[config.mk]
export PLATFORM = sky130hd
export DESIGN_NAME = tc_pad_input_filter
export DESIGN_NICKNAME = d
export VERILOG_FILES = /design/src/rtl/tc_pad_input_filter.sv
export SDC_FILE = /design/constraint.sdc
export NUM_CORES = 1
export LEC_CHECK = 0
export BUFFER_PORTS_ARGS = -buffer_cell sky130_fd_sc_hd__buf_2
export CAP_MARGIN = 5
export CORE_MARGIN = 3
export CORE_UTILIZATION = 59
export CTS_BUF_LIST = sky130_fd_sc_hd__clkbuf_2
export CTS_CLUSTER_SIZE = 16
export DETAILED_ROUTE_END_ITERATION = 10
export GPL_TIMING_DRIVEN = 0
export PLACE_DENSITY = 0.85
export SLEW_MARGIN = 20
export SYNTH_ARGS = -nofsm -noshare
export SYNTH_HDL_FRONTEND = slang
export SYNTH_SLANG_ARGS = --single-unit
export TNS_END_PERCENT = 1
[constraint.sdc]
create_clock -name clk_i -period 4.9 [get_ports clk_i]
set_input_delay 1.47 -clock clk_i [delete_from_list [all_inputs] [get_ports clk_i]]
set_output_delay 1.47 -clock clk_i [all_outputs]
set_load 0.02 [all_outputs]
[src/rtl/tc_pad_input_filter.sv]
// Pad input conditioning: synchronizes a raw IO-cell level into clk_i and
// debounces it with a programmable stability window, producing a clean level
// plus one-cycle rise/fall pulses.
//
// state       | meaning
// ------------+-----------------------------------------------------------
// ST_STABLE   | synchronized input matches data_o (or filter disabled), cnt = 0
// ST_SETTLING | synchronized input differs from data_o, counting samples
//
module tc_pad_input_filter #(
  parameter int SyncStages = 2,
  parameter int CntWidth   = 8
) (
  input  logic                clk_i,
  input  logic                rst_ni,
  input  logic                pad_i,
  input  logic                en_i,
  input  logic [CntWidth-1:0] debounce_cycles_i,
  output logic                data_o,
  output logic                rise_o,
  output logic                fall_o,
  output logic                settling_o
);

  typedef enum logic {
    ST_STABLE   = 1'b0,
    ST_SETTLING = 1'b1
  } state_e;

  logic [SyncStages-1:0] sync_q, sync_d;
  logic                  sync;

  state_e                state_q, state_d;
  logic [CntWidth-1:0]   cnt_q, cnt_d;
  logic                  data_q, data_d;
  logic                  rise_q, rise_d;
  logic                  fall_q, fall_d;

  // Shift the raw pad level through the synchronizer; runs regardless of en_i.
  always_comb begin
    sync_d = {sync_q[SyncStages-2:0], pad_i};
  end

  assign sync = sync_q[SyncStages-1];

  // Debounce decision: a difference must persist N+1 samples to be accepted.
  // The >= compare means lowering the threshold below the running count
  // accepts on the next cycle, and the counter can never wrap.
  always_comb begin
    state_d = ST_STABLE;
    cnt_d   = '0;
    data_d  = data_q;
    rise_d  = 1'b0;
    fall_d  = 1'b0;
    if (en_i && (sync != data_q)) begin
      if (cnt_q >= debounce_cycles_i) begin
        data_d = sync;
        rise_d = sync;
        fall_d = ~sync;
      end else begin
        cnt_d   = cnt_q + 1'b1;
        state_d = ST_SETTLING;
      end
    end
  end

  // All state and outputs are registered; reset clears everything at once.
  always_ff @(posedge clk_i or negedge rst_ni) begin
    if (!rst_ni) begin
      sync_q  <= '0;
      state_q <= ST_STABLE;
      cnt_q   <= '0;
      data_q  <= 1'b0;
      rise_q  <= 1'b0;
      fall_q  <= 1'b0;
    end else begin
      sync_q  <= sync_d;
      state_q <= state_d;
      cnt_q   <= cnt_d;
      data_q  <= data_d;
      rise_q  <= rise_d;
      fall_q  <= fall_d;
    end
  end

  assign data_o     = data_q;
  assign rise_o     = rise_q;
  assign fall_o     = fall_q;
  assign settling_o = (state_q == ST_SETTLING);

endmodule

==> flow_metrics.py, run 1 <==
metrics = {
    "outcome": {
        "status": "finished, final reports clean",
    },
    "timing": {
        "setup_viol": 0,
        "min_period_over_period": 0.614,
        "rsz0062_at_grt": "false",
        "max-slew-margin-rel": 0.800,
        "holdWs_ns": 0.375,
        "tns_ns": 0,
        "worstMarginPinSlew_ns": 0.300,
        "fmax_mhz": 332,
        "hold_viol": 0,
        "skew_ns": 0.00763,
        "period_needed_ns": 3.01,
        "slew_viol_final": 0,
    },
    "synthesis": {
        "synth_area_um2": 786,
        "ys_seq_elements": 14,
        "synthArstFlopShare": 1.00,
        "synth.avg_cell_area_um2": 11.1,
        "synth-main-ff-cell": "dfrtp_1",
        "yosysSeqAreaShare": 0.446,
        "synth_warnings": 0,
        "syn-num-nets": 92,
        "yosys.cell_types.count": 23,
        "syn_inst": 71,
        "synth-edff-count": 0,
    },
    "run": {
        "cap_viol_max_count": 0,
    },
    "setup_path": {
        "end_kind": "flop",
        "worstReg2RegStart": "cnt_q[0]$_DFF_PN0_",
        "critPathKind": "in2reg",
        "cp.required_ns": 5.11,
        "critPathSlowestCell": "or4_1",
        "timing.rr.end": "cnt_q[6]$_DFF_PN0_",
        "path_cells": "buf_2 -> ha_1 -> nand2b_4 -> a2111oi_4 -> nor3_1 -> or4_1 -> buf_6 -> nor2_2",
        "reg2reg_depth": 8,
        "slowest_delay_ns": 0.49,
        "crit_fanout": 9,
        "crit_arrival_ns": 3.22,
        "worst-r2r-setup-slack_ns": 2.62,
        "crit_path_start_kind": "primary input",
    },
    "cts": {
        "cts-htree-levels": 1,
        "holdBufCountCts": 0,
        "numCtsBuffers": 3,
        "clock-root-buffer": "clkbuf_2",
        "clk_pin_slew_ns": 0.13,
        "clkLatencyLatePin_ns": 0.27,
        "cts_setup_buffers": 0,
        "cts_resized": 0,
        "cts_tree": "yes",
        "clock_path_buffers": 2,
        "clock-sinks": 14,
    },
    "floorplanning": {
        "initial_core_util": 0.671,
        "die-width_um": 42.5,
        "core_area_mm2": 0.00117,
        "pin_count": 16,
        "die_area_mm2": 0.00181,
        "rows": 12,
        "fp.dieH_um": 42.5,
    },
    "power_and_ir_drop": {
        "sw_frac_of_total": 0.257,
        "pwr-share-seq": 0.605,
        "clock_power_share": 0.269,
        "p_leak_nw": 0.498,
        "vdd_drop_max_mv": 0.153,
        "power.density_mw_per_mm2": 222,
        "pwr-share-comb": 0.126,
        "switchingPower_mw": 0.0511,
        "internal_power_mw": 0.148,
    },
    "grt": {
        "grt_max_degree": 15,
        "gr-total-overflow": 0,
        "grt_pass1_vias": 588,
        "antenna_found_initial": 0,
        "grt_pass1_wl_mm": 2.37,
        "track_usage": 0.175,
    },
    "final_layout": {
        "final_util": 0.766,
        "syn2layout_area_growth_pct": 14.2,
        "final_layout_size_suffix_gt1_frac": 0.333,
        "fillers": 88,
        "layout_commonest_cell": "buf_2",
        "nets": 112,
        "antenna_cells": 0,
        "final_cell_mix": "buf_2 (15), dfrtp_1 (14), inv_1 (10)",
        "finish.instance_area_um2": 897,
    },
    "route": {
        "wirelength_mm": 1.37,
        "antenna_left": 0,
        "num_vias": 553,
        "drt-pass1-iter-count": 6,
        "drt_iter0_markers": 6,
        "drc": 0,
        "via_per_inst": 5.32,
        "wl_per_cell_um": 13.2,
    },
    "hold_path": {
        "whs_endpoint": "sync_q[1]$_DFF_PN0_",
        "min-delay-start": "sync_q[0]$_DFF_PN0_",
        "min_path_cells": 0,
        "hold_path_class": "reg2reg",
    },
    "placed_design": {
        "placed_area_um2": 878,
        "port_buffers": 15,
        "hpwl_mm": 1.06,
        "place.gp.congestion": 0.718,
    },
}
==> worst max path at each step <==
| stage | depth (start not counted) | from | to |
|---|---|---|---|
| after floorplan | 7 | debounce_cycles_i[0] | cnt_q[2]$_DFF_PN0_ |
| after global placement | 8 | debounce_cycles_i[0] | cnt_q[3]$_DFF_PN0_ |
| after detailed placement | 8 | debounce_cycles_i[0] | cnt_q[2]$_DFF_PN0_ |
| after CTS | 8 | debounce_cycles_i[0] | cnt_q[2]$_DFF_PN0_ |
| after global routing | 8 | debounce_cycles_i[0] | cnt_q[4]$_DFF_PN0_ |
| final | 8 | debounce_cycles_i[0] | cnt_q[6]$_DFF_PN0_ |
==> critical path: cells and delay by family <==
kind,cells,cell delay [ns]
compound gates,1,0.34
fa+ha+maj,1,0.28
buf+inv,2,0.27
simple gates,4,0.86
==> state kept, by name, summed over array words and instances (netlist names) <==
register and flops:
rise_o 1, fall_o 1, sync_q 2, cnt_q 8, data_o 1, settling_o 1
==> kinds of logic after synthesis <==
group                      Yosys count  synth area share
and+or+nand+nor                     24             0.183
buffers and inverters               11            0.0621
muxes                                1            0.0143
AOI/OAI and AO/OA                    5            0.0733
DFF                                 14             0.446
adders and majority gates            9             0.143
xor gates and xnor gates             7            0.0780
==> through the flow <==
step / instances / power (mW) / setup slack (ns)
3_3_place_gp: 100 / 0.146 / 1.65
3_5_place_dp: 100 / 0.148 / 1.61
5_1_grt: 104 / 0.211 / 1.81
2_1_floorplan: 71 / 0.138 / 1.82
4_1_cts: 104 / 0.202 / 1.90
6_report: 104 / 0.199 / 1.89
==> metal layers <==
layer / global-route usage / wire length (µm) / vias up
met5: 0 / 0 / -
met4: 0.0932 / 23 / 0
met3: 0.0258 / 48 / 4
met2: 0.310 / 713 / 13
met1: 0.198 / 584 / 262
li1: - / - / 274
==> power by group through the flow <==
stage / clock, mW / combinational, mW / sequential (mW)
after global routing: 0.0617 / 0.0285 / 0.121
after CTS: 0.0560 / 0.0255 / 0.120
after detailed placement: 0 / 0.0253 / 0.123
after global placement: 0 / 0.0242 / 0.122
after floorplan: 0 / 0.0148 / 0.123
final: 0.0536 / 0.0251 / 0.120
==> synth_stat cells, types with 2 or more instances <==
cell     count  area, µm²
nand3_1      5       25.0
xor2_1       6       52.6
nor2_2       8       50.1
nor2_1       2       7.51
ha_1         9        113
and3_1       2       12.5
dfrtp_1     14        350
inv_1       10       37.5
==> layout make-up <==
class                   instances  area, µm²  area share
multi-input cells              46        387       0.431
flip-flops and latches         14        350       0.391
clock inverters                 1       3.75     0.00418
inverters                      10       37.5      0.0418
well taps                      14       17.5      0.0195
plain buffers                   1       11.3      0.0126
repair buffers                 15       75.1      0.0837
clock buffers                   3       15.0      0.0167
Power figures use the tool's default switching activity.
==> run 2, diff against run 1 <==
--- a/config.mk
+++ b/config.mk
@@ -8,12 +8,12 @@
 export BUFFER_PORTS_ARGS = -buffer_cell sky130_fd_sc_hd__buf_2
 export CAP_MARGIN = 5
 export CORE_MARGIN = 3
-export CORE_UTILIZATION = 59
+export CORE_UTILIZATION = 55
 export CTS_BUF_LIST = sky130_fd_sc_hd__clkbuf_2
 export CTS_CLUSTER_SIZE = 16
 export DETAILED_ROUTE_END_ITERATION = 10
 export GPL_TIMING_DRIVEN = 0
-export PLACE_DENSITY = 0.85
+export PLACE_DENSITY = 0.8
 export SLEW_MARGIN = 20
 export SYNTH_ARGS = -nofsm -noshare
 export SYNTH_HDL_FRONTEND = slang
==> constraint.sdc (replaced) <==
create_clock -name clk_i -period 3.1 [get_ports clk_i]
set_input_delay 0.93 -clock clk_i [delete_from_list [all_inputs] [get_ports clk_i]]
set_output_delay 0.93 -clock clk_i [all_outputs]
set_load 0.02 [all_outputs]
==> run 2 against run 1 <==
  * Sequential share of layout area unchanged
  * Critical path depth is the same
  * Cell count unchanged
  * Sequential cell count unchanged
  * Routed wire length shrank 4.9%
  * Die area is 6.2% higher
  * Largest power group unchanged
==> flow_metrics.py, run 2 (synthesis results as in run 1) <==
metrics = {
    "outcome": {
        "status": "finished, final reports clean",
    },
    "cts": {
        "numCtsBuffers": 3,
        "clock_path_buffers": 2,
        "cts-htree-levels": 1,
        "cts_resized": 0,
        "clock-root-buffer": "clkbuf_2",
        "cts_tree": "yes",
        "clkLatencyLatePin_ns": 0.27,
        "clock-sinks": 14,
        "clk_pin_slew_ns": 0.12,
        "cts_setup_buffers": 0,
        "holdBufCountCts": 0,
    },
    "setup_path": {
        "end_kind": "flop",
        "critPathBufInv": 2,
        "crit_fanout": 9,
        "critPathLaunch": "debounce_cycles_i[0]",
        "path_cells": "buf_2 -> ha_1 -> nand2b_4 -> a2111oi_4 -> nor3_1 -> or4_1 -> buf_6 -> nor2_2",
        "critPathKind": "in2reg",
        "cp.required_ns": 3.31,
        "crit_path_start_kind": "primary input",
        "crit_arrival_ns": 2.70,
        "cpLargestDelayFamily": "simple AND/OR/NAND/NOR gates",
        "critPathSlowestCell": "or4_1",
        "timing.rr.end": "cnt_q[2]$_DFF_PN0_",
        "reg2reg_depth": 8,
        "slowest_delay_ns": 0.51,
        "worstReg2RegStart": "cnt_q[0]$_DFF_PN0_",
        "worst-r2r-setup-slack_ns": 0.80,
    },
    "grt": {
        "antenna_found_initial": 0,
        "grt_max_degree": 15,
        "track_usage": 0.165,
        "grt_pass1_wl_mm": 2.31,
        "grt_pass1_vias": 564,
        "gr-total-overflow": 0,
    },
    "floorplanning": {
        "core_area_mm2": 0.00122,
        "initial_core_util": 0.646,
        "pin_count": 16,
        "rows": 12,
        "die_area_mm2": 0.00192,
        "die-width_um": 43.8,
        "fp.dieH_um": 43.8,
    },
    "run": {
        "cap_viol_max_count": 0,
    },
    "route": {
        "num_vias": 544,
        "drt-pass1-iter-count": 1,
        "wirelength_mm": 1.30,
        "wl_per_cell_um": 12.5,
        "via_per_inst": 5.23,
        "antenna_left": 0,
        "drt_iter0_markers": 0,
        "drc": 0,
    },
    "final_layout": {
        "final_cell_mix": "buf_2 (15), dfrtp_1 (14), inv_1 (10)",
        "largest_reg_flops": 8,
        "nets": 112,
        "regMostFlops": "cnt_q",
        "top_regs": "cnt_q x8, sync_q x2",
        "syn2layout_area_growth_pct": 14.2,
        "final_util": 0.738,
        "final_layout_size_suffix_gt1_frac": 0.333,
        "finish.instance_area_um2": 897,
        "antenna_cells": 0,
        "layout_commonest_cell": "buf_2",
    },
    "timing": {
        "worstMarginPinSlew_ns": 0.301,
        "period_needed_ns": 2.49,
        "hold_viol": 0,
        "max-slew-margin-rel": 0.799,
        "rsz0062_at_grt": "false",
        "fmax_mhz": 402,
        "holdWs_ns": 0.367,
        "slew_viol_final": 0,
        "tns_ns": 0,
        "setup_viol": 0,
        "min_period_over_period": 0.803,
        "skew_ns": 0.00443,
    },
    "power_and_ir_drop": {
        "vdd_drop_max_mv": 0.262,
        "pwr-share-comb": 0.127,
        "internal_power_mw": 0.234,
        "power_mw": 0.311,
        "clock_power_share": 0.262,
        "sw_frac_of_total": 0.249,
        "switchingPower_mw": 0.0776,
        "pwr-share-seq": 0.610,
        "power.density_mw_per_mm2": 347,
        "p_leak_nw": 0.498,
    },
    "placed_design": {
        "hpwl_mm": 1.06,
        "port_buffers": 15,
        "place.gp.congestion": 0.743,
        "placed_area_um2": 878,
    },
    "hold_path": {
        "min_path_cells": 0,
        "whs_endpoint": "sync_q[1]$_DFF_PN0_",
        "min-delay-start": "sync_q[0]$_DFF_PN0_",
        "hold_path_class": "reg2reg",
    },
}
[run 2: cell counts in the layout (fill, tap and decap cells not counted)]
Identical to the previous run, type by type.
[run 2: how the worst max path moves through the flow]
stage,end,slack [ns],cells after the start
6_report,cnt_q[2]$_DFF_PN0_,0.61,8
5_1_grt,cnt_q[4]$_DFF_PN0_,0.56,8
4_1_cts,cnt_q[4]$_DFF_PN0_,0.61,8
3_5_place_dp,cnt_q[2]$_DFF_PN0_,0.32,8
3_3_place_gp,cnt_q[3]$_DFF_PN0_,0.40,8
2_1_floorplan,cnt_q[2]$_DFF_PN0_,0.56,7
[run 2: final cells by class]
type                    instances  area [µm²]
inverters                      10        37.5
plain buffers                   1        11.3
repair buffers                 15        75.1
clock buffers                   3        15.0
multi-input cells              46         387
clock inverters                 1        3.75
well taps                      14        17.5
fillers                        96         319
flip-flops and latches         14         350
[run 2: per-stage QoR]
step	std cells	setup WS, ns
2_1_floorplan	71	0.564
3_3_place_gp	100	0.396
3_5_place_dp	100	0.315
4_1_cts	104	0.610
5_1_grt	104	0.564
6_report	104	0.611
[run 2: routing by layer]
layer,wire (µm),share of wire,global-route usage,up-vias
li1,-,-,-,275
met1,579,0.44,0.173,255
met2,644,0.49,0.291,12
met3,62,0.048,0.0747,2
met4,14,0.011,0.0482,0
met5,0,0,0,-
[run 2: power by group through the flow]
stage	registers (mW)	logic (mW)	clock network [mW]
3_3_place_gp	0.193	0.0383	0
6_report	0.190	0.0397	0.0816
5_1_grt	0.191	0.0450	0.0957
4_1_cts	0.190	0.0405	0.0863
3_5_place_dp	0.194	0.0402	0
2_1_floorplan	0.194	0.0234	0
